File: config.mk
export PLATFORM = sky130hd
export DESIGN_NAME = adc_red_ir_sampler
export DESIGN_NICKNAME = d
export VERILOG_FILES = /design/src/rtl/adc_red_ir_sampler.sv
export SDC_FILE = /design/constraint.sdc
export NUM_CORES = 1
export LEC_CHECK = 0
export BUFFER_PORTS_ARGS = -buffer_cell sky130_fd_sc_hd__buf_2
export CAP_MARGIN = 40
export CORE_MARGIN = 2
export CORE_UTILIZATION = 31
export CTS_CLUSTER_SIZE = 14
export DETAILED_ROUTE_END_ITERATION = 10
export PLACE_DENSITY = 0.52
export SLEW_MARGIN = 5
export SYNTH_ARGS = -nofsm -noshare
export SYNTH_HDL_FRONTEND = slang
export SYNTH_SLANG_ARGS = --single-unit
File: constraint.sdc
create_clock -name CLK_Filter -period 4.2 [get_ports CLK_Filter]
set_input_delay 0.21 -clock CLK_Filter [delete_from_list [all_inputs] [get_ports CLK_Filter]]
set_output_delay 0.21 -clock CLK_Filter [all_outputs]
set_load 0.03 [all_outputs]
File: src/rtl/adc_red_ir_sampler.sv
// Red/IR pulse-oximeter front-end sequencer.
// Each frame lights the red LED, lets it settle, reads one 8-bit sample from a serial ADC, then
// does the same with the IR LED. Both results are published together with a one-cycle strobe.
// The rest of the frame is idle so that strobes are exactly FRAME_CYC cycles apart.
// Illegal parameter combinations are the integrator's responsibility. They are
// SETTLE_CYC outside 1..255, SCLK_DIV outside 1..15, and FRAME_CYC too short to hold both
// conversions.
module adc_red_ir_sampler #(
  parameter int unsigned SETTLE_CYC = 16,
  parameter int unsigned SCLK_DIV   = 2,
  parameter int unsigned FRAME_CYC  = 200
) (
  input  logic       CLK_Filter,
  input  logic       rst_n,
  input  logic       Enable,
  input  logic       ADC_SDO,
  output logic       ADC_CS_n,
  output logic       ADC_SCLK,
  output logic       LED_RED_EN,
  output logic       LED_IR_EN,
  output logic [7:0] RED_ADC_Value,
  output logic [7:0] IR_ADC_Value,
  output logic       Sample_Valid,
  output logic       Busy
);

  localparam int unsigned FRAME_W = (FRAME_CYC > 1) ? $clog2(FRAME_CYC) : 1;
  localparam logic [FRAME_W-1:0] FRAME_LAST  = FRAME_W'(FRAME_CYC - 1);
  localparam logic [7:0]         SETTLE_LAST = 8'(SETTLE_CYC - 1);
  // Conversion is 1 setup cycle plus 8 bits of 2*SCLK_DIV cycles.
  localparam logic [7:0]         CONV_LAST   = 8'(16 * SCLK_DIV);
  localparam logic [3:0]         HALF_LAST   = 4'(SCLK_DIV - 1);

  typedef enum logic [2:0] {
    StIdle, StRedSettle, StRedConv, StIrSettle, StIrConv, StDone, StWait
  } state_e;

  state_e             state_q, state_d;
  logic [FRAME_W-1:0] frame_q, frame_d;
  logic [7:0]         step_q, step_d;
  logic [3:0]         half_q, half_d;
  logic               sclk_hi_q, sclk_hi_d;
  logic [7:0]         shift_q, shift_d;
  logic [7:0]         shadow_q, shadow_d;
  logic [7:0]         red_q, red_d;
  logic [7:0]         ir_q, ir_d;
  logic               in_conv;
  logic               sample_bit;
  logic [7:0]         shift_in;

  // State and datapath registers with synchronous active-low reset.
  always_ff @(posedge CLK_Filter) begin
    if (!rst_n) begin
      state_q   <= StIdle;
      frame_q   <= '0;
      step_q    <= '0;
      half_q    <= '0;
      sclk_hi_q <= 1'b0;
      shift_q   <= '0;
      shadow_q  <= '0;
      red_q     <= '0;
      ir_q      <= '0;
    end else begin
      state_q   <= state_d;
      frame_q   <= frame_d;
      step_q    <= step_d;
      half_q    <= half_d;
      sclk_hi_q <= sclk_hi_d;
      shift_q   <= shift_d;
      shadow_q  <= shadow_d;
      red_q     <= red_d;
      ir_q      <= ir_d;
    end
  end

  // Next-state: frame sequencing, SCLK phase tracking and serial capture.
  always_comb begin
    state_d    = state_q;
    frame_d    = frame_q + FRAME_W'(1);
    step_d     = step_q + 8'd1;
    half_d     = half_q;
    sclk_hi_d  = sclk_hi_q;
    shift_d    = shift_q;
    shadow_d   = shadow_q;
    red_d      = red_q;
    ir_d       = ir_q;
    sample_bit = 1'b0;

    in_conv  = (state_q == StRedConv) || (state_q == StIrConv);
    // Byte as it stands once the bit on ADC_SDO is taken; used on the final sample.
    shift_in = {shift_q[6:0], ADC_SDO};

    // SCLK phases only run after the setup cycle (step 0) of a conversion.
    if (in_conv && (step_q != 8'd0)) begin
      if (half_q == HALF_LAST) begin
        half_d     = 4'd0;
        sclk_hi_d  = ~sclk_hi_q;
        sample_bit = sclk_hi_q;
      end else begin
        half_d = half_q + 4'd1;
      end
    end
    if (sample_bit) begin
      shift_d = shift_in;
    end

    case (state_q)
      StIdle: begin
        frame_d = '0;
        step_d  = 8'd0;
        if (Enable) begin
          state_d = StRedSettle;
        end
      end
      StRedSettle: begin
        if (step_q == SETTLE_LAST) begin
          state_d   = StRedConv;
          step_d    = 8'd0;
          half_d    = 4'd0;
          sclk_hi_d = 1'b0;
        end
      end
      StRedConv: begin
        if (step_q == CONV_LAST) begin
          state_d  = StIrSettle;
          step_d   = 8'd0;
          shadow_d = shift_in;
        end
      end
      StIrSettle: begin
        if (step_q == SETTLE_LAST) begin
          state_d   = StIrConv;
          step_d    = 8'd0;
          half_d    = 4'd0;
          sclk_hi_d = 1'b0;
        end
      end
      StIrConv: begin
        if (step_q == CONV_LAST) begin
          state_d = StDone;
          step_d  = 8'd0;
          red_d   = shadow_q;
          ir_d    = shift_in;
        end
      end
      StDone: begin
        state_d = StWait;
        step_d  = 8'd0;
      end
      StWait: begin
        step_d = 8'd0;
        if (frame_q == FRAME_LAST) begin
          state_d = StRedSettle;
          frame_d = '0;
        end
      end
      default: begin
        state_d = StIdle;
        frame_d = '0;
        step_d  = 8'd0;
      end
    endcase

    // Dropping Enable aborts the frame; published values are left untouched.
    if ((state_q != StIdle) && !Enable) begin
      state_d   = StIdle;
      frame_d   = '0;
      step_d    = 8'd0;
      half_d    = 4'd0;
      sclk_hi_d = 1'b0;
      shift_d   = '0;
      shadow_d  = shadow_q;
      red_d     = red_q;
      ir_d      = ir_q;
    end
  end

  // Output decode from the registered state.
  always_comb begin
    ADC_CS_n     = 1'b1;
    ADC_SCLK     = 1'b0;
    LED_RED_EN   = 1'b0;
    LED_IR_EN    = 1'b0;
    Sample_Valid = 1'b0;
    Busy         = (state_q != StIdle);
    case (state_q)
      StRedSettle: LED_RED_EN = 1'b1;
      StRedConv: begin
        LED_RED_EN = 1'b1;
        ADC_CS_n   = 1'b0;
        ADC_SCLK   = (step_q != 8'd0) && sclk_hi_q;
      end
      StIrSettle: LED_IR_EN = 1'b1;
      StIrConv: begin
        LED_IR_EN = 1'b1;
        ADC_CS_n  = 1'b0;
        ADC_SCLK  = (step_q != 8'd0) && sclk_hi_q;
      end
      StDone:  Sample_Valid = 1'b1;
      default: ;
    endcase
  end

  assign RED_ADC_Value = red_q;
  assign IR_ADC_Value  = ir_q;

endmodule

* Word level (Yosys, flattened, before mapping)
Cells that the tools add are included.
** Storage, ports and cells
- Register bits after elaboration :: 55
- Input port bits :: 4
- Output and inout port bits :: 22
- Word-level logic and storage cells :: 75
** Cells by class
- Add/subtract/negate cells :: 3
- Equal/unequal tests :: 16
- Multiplexer cells :: 27
- Bitwise logic cells :: 3
- Reductions and logical operators :: 17
** Operator list (count)
- $pmux 8 s2 :: 2
- $mux 8 :: 3
- $pmux 3 s7 :: 1
- $mux 3 :: 6
- $add 8x1->8 const B :: 2
- $mux 4 :: 4
- $mux 1 :: 11
- $reduce_or 2->1 :: 5
- $eq 3x3->1 const B :: 3
- $eq 8x4->1 const B :: 1
- $eq 8x6->1 const B :: 1
- $eq 8x8->1 const B :: 1
- $ne 2x2->1 const B :: 4
- $reduce_bool 8->1 :: 1
- $eq 3x2->1 const B :: 2
- $reduce_and 3->1 :: 2
- $reduce_and 6->1 :: 1
- $reduce_or 5->1 :: 1
- $add 4x1->4 const B :: 1
- $eq 4x1->1 const B :: 1
- $ne 2x1->1 const B :: 2
- $eq 3x1->1 const B :: 1
- $logic_and 1x1->1 :: 3
- $logic_not 3->1 :: 1
- other kinds (4) :: 6

* Logic depth before layout (Yosys ltp)
- Depth after elaboration :: 6
- Mapped depth :: 8
- Depth with buffers taken out :: 7

* Least setup slack after synthesis
Ideal clock, no wire load.
- Kind :: register to register
- Start :: reg half_q[0]
- End :: reg shift_q[0]
- Library setup time :: 0.129 ns
- Arrival :: 1.677 ns
- Data required time :: 4.071 ns
- Setup slack :: 2.394 ns
- Cell stages (with the launch flop) :: 8
- Buffers on the path :: 1
- Clock period less this slack :: 1.806 ns
- Cells stage by stage :: dfxtp_1 > inv_1 > nor4_1 > ha_1 > inv_1 > a2111oi_2 > clkbuf_1 > o21ai_0
** On the way
- Word-level cells in the longest chain between the ends :: 3
** Ends and longest elaborated chain
- start: declaration :: line 41 : logic [3:0] half_q, half_d;
- start signal: assignment :: line 67 : half_q <= half_d;
- $eq 4x1->1 :: line 95 : if (half_q == HALF_LAST) begin
- $mux 1 :: line 95
- $mux 1 :: line 94 : if (in_conv && (step_q != 8'd0)) begin
- end signal: assignment :: line 69 : shift_q <= shift_d;
- end: declaration :: line 43 : logic [7:0] shift_q, shift_d;
No other way between the ends.
A chain may end at the register's enable or synchronous reset.

* Final worst setup path
- Start :: reg state_q[2]
- End :: out ADC_SCLK
** On the way
- Word-level cells in the longest chain between the ends :: 3
- Elaborated cells on any way between the ends :: 4
- Classes of those cells :: 2 x eq/ne; 1 x mux; 1 x reduce/logical
** Ends and longest elaborated chain
- start: declaration :: line 38 : state_e state_q, state_d;
- start signal: assignment :: line 54 : state_q <= StIdle;
- start signal: assignment :: line 64 : state_q <= state_d;
- $eq 3x2->1 / $eq 3x3->1 (equally long branches) :: line 186 : case (state_q)
- $reduce_or 2->1 (no line) *
- $mux 1 *
- end: declaration :: line 18 : output logic ADC_SCLK,
Mark *: on every way between the ends. The rest lies on a longest branch, timed or not.

==> impl_metrics.toml <==
[floorplanning]
initial_core_util_pct = 31.7
ioPinCount = 26
die_area_mm2 = 0.00854
die_h_um = 92.4
die-width_um = 92.4
core-area_mm2 = 0.00765
rows = 32

[synthesis]
yosysTopAreaCell = "dfxtp_1"
async_flop_share_pct = 0
synth_area_mm2 = 0.00242
ys_seq_area_share_pct = 45.4
ys_types = 41
synthCells = 262
ys_seq_elements = 55
synth_warnings = 0
synth_top_area_share_pct = 45.4
synthFlopType = "dfxtp_1"
synth-edff-count = 0
syn_nets = 270
syn_area_per_cell_um2 = 9.25
synth_area_leaders = "dfxtp_1, mux2i_1, nor2b_1"

[finish]
fillers = 798
nNetsFinal = 290
diodes = 0
final_cell_mix = "dfxtp_1, nand2_1, nor2_1, mux2i_1, buf_2"
final_common_cell = "dfxtp_1"
utilization_pct = 35.6
drive_gt1_share_pct = 14.1
syn_to_final_growth_pct = 12.2

[placement]
post-place-ws_ps = 2040
hpwlAfterDp_um = 3150
port_buffers = 25
gp_congestion = 0.751

[setup_path]
critical_path_class = "flip-flop to output port"
critPathCaptureType = "output port"
cp_max_fo = 14
critical_path_arrival_ps = 1980
slowest_delay_ps = 590
slowest_stage = "dfxtp_1"
setup.worst_path.start_class = "flip-flop"
cp_data_required_time_ps = 3990
path_cells = "xnor2_1 -> a211oi_1 -> and2_1 -> buf_2"

[timing]
finalCritPeriodShare_pct = 52.1
max_slew_margin_pct = 49.3
finalSetupViolCount = 0
fin_ws_ps = 2010
tightest_slew_ps = 759
maxSlewViolCount = 0
hold_viol = 0
rsz0062_at_grt = "false"
fin_skew_ps = 10.1
tns_ps = 0
max_freq_mhz = 457
fin_crit_ps = 2190

[route]
wl_per_cell_um = 11.8
drc = 0
route.vias.total = 1757
vias_per_cell = 4.56
ant_nets = 0
routed_wl_um = 4550
drt-pass1-iter-count = 4
drt-initial-drc-count = 39

[cts]
cts-resized-gates = 0
clk_latency_ps = 310
clock-sinks = 55
max-clock-path-buffers = 2
cts_root_buf = "clkbuf_8"
htree_levels = 2
cts_setup_buffers = 0
path_clk_slew_ps = 110
cts_made_buffers = 5
cts_tree = "done"
hold_buffers = 0

[outcome]
status = "finished, final reports clean"

[job]
maxCapViolCount = 0

[power]
vdd_drop_max_uv = 109
power_density_mw_per_mm2 = 324
leakage_nw = 1.14

[global_routing]
overflow = 0
grt_pass1_wl_um = 7780
grt_max_degree = 36
grt_pass1_vias = 1604
grt_antenna_before_repair = 0
grtUsageTotal_pct = 11.2

[min_path]
holdCritPathClass = "input port to flip-flop"
==> critical path: cells and delay by family, from the launching register on <==
kind / cells / cell delay (ps)
xor+xnor: 1 / 250
flops: 1 / 590
compound gates: 1 / 440
simple gates: 1 / 200
buf+inv: 1 / 190
==> Yosys cell counts (2+ instances only) <==
master     n
dfxtp_1   55
nand2_1   27
mux2i_1   26
nor2_1    26
nor2b_1   17
nand3_1   15
inv_1     11
o21ai_0   10
xnor2_1   10
clkbuf_1   8
xor2_1     6
and3_1     5
buf_2      4
ha_1       4
nor3_1     4
a211oi_1   3
a21oi_1    3
a21o_1     2
a32o_1     2
and2_1     2
nor4_1     2
==> worst paths after layout <==
kind | start | end | slack, ps | cells past startpoint
worst min register to register | frame_q[0] | frame_q[0] | 450 | 1
worst min-delay path | ADC_SDO | shift_q[0] | 160 | 3
worst max-delay path | state_q[2] | ADC_SCLK | 2010 | 4
worst max register to register | state_q[0] | step_q[6] | 2040 | 4
==> flip-flops by register name, summed over array words and instances, names as in the netlist <==
| name | cells |
|---|---|
| IR_ADC_Value | 8 |
| RED_ADC_Value | 8 |
| frame_q | 8 |
| shadow_q | 8 |
| step_q | 8 |
| shift_q | 7 |
| half_q | 4 |
| state_q | 3 |
| sclk_hi_q | 1 |
==> area by class of cell <==
class | instances | area, um2 | share of cell area, %
Tap cell | 102 | 128 | 4.69
Timing Repair Buffer | 26 | 130 | 4.78
Multi-Input combinational cell | 183 | 1230 | 45.1
Clock inverter | 3 | 25.0 | 0.920
Inverter | 11 | 41.3 | 1.52
Sequential cell | 55 | 1100 | 40.5
Clock buffer | 5 | 68.8 | 2.53
==> metal layers <==
metal	share of wire [%]	track usage, %	wire (um)	vias up
li1	-	-	-	930
met1	53	15.3	2390	792
met2	42	17.2	1920	33
met3	4.3	2.52	197	2
met4	0.84	4.48	38	0
met5	0	0	0	-
==> stage by stage <==
step,total power [mW],std cells,instance area [um2],hold slack [ps]
after floorplan,0.579,262,2420,340
after global placement,0.591,376,2620,428
after detailed placement,0.591,377,2630,433
after CTS,0.903,385,2720,153
after global routing,0.927,385,2720,151
final,0.882,385,2720,161
==> power breakdown <==
group,internal [mW],total [mW],leakage [nW],switching (mW)
Sequential,0.524,0.531,0.443,0.00624
Combinational,0.0152,0.0483,0.647,0.0331
Clock,0.122,0.303,0.0452,0.181
==> kinds of logic (layout without fill, tap and decap cells) <==
kind of cell,Yosys count,count (layout),share of synthesized area (%)
simple gates,108,108,23.5
flops,55,55,45.4
compound gates,29,29,8.52
mux,26,26,10.7
buf+inv,24,45,3.98
xor+xnor,16,16,5.78
fa+ha+maj,4,4,2.07
Power figures use the tool's default switching activity.
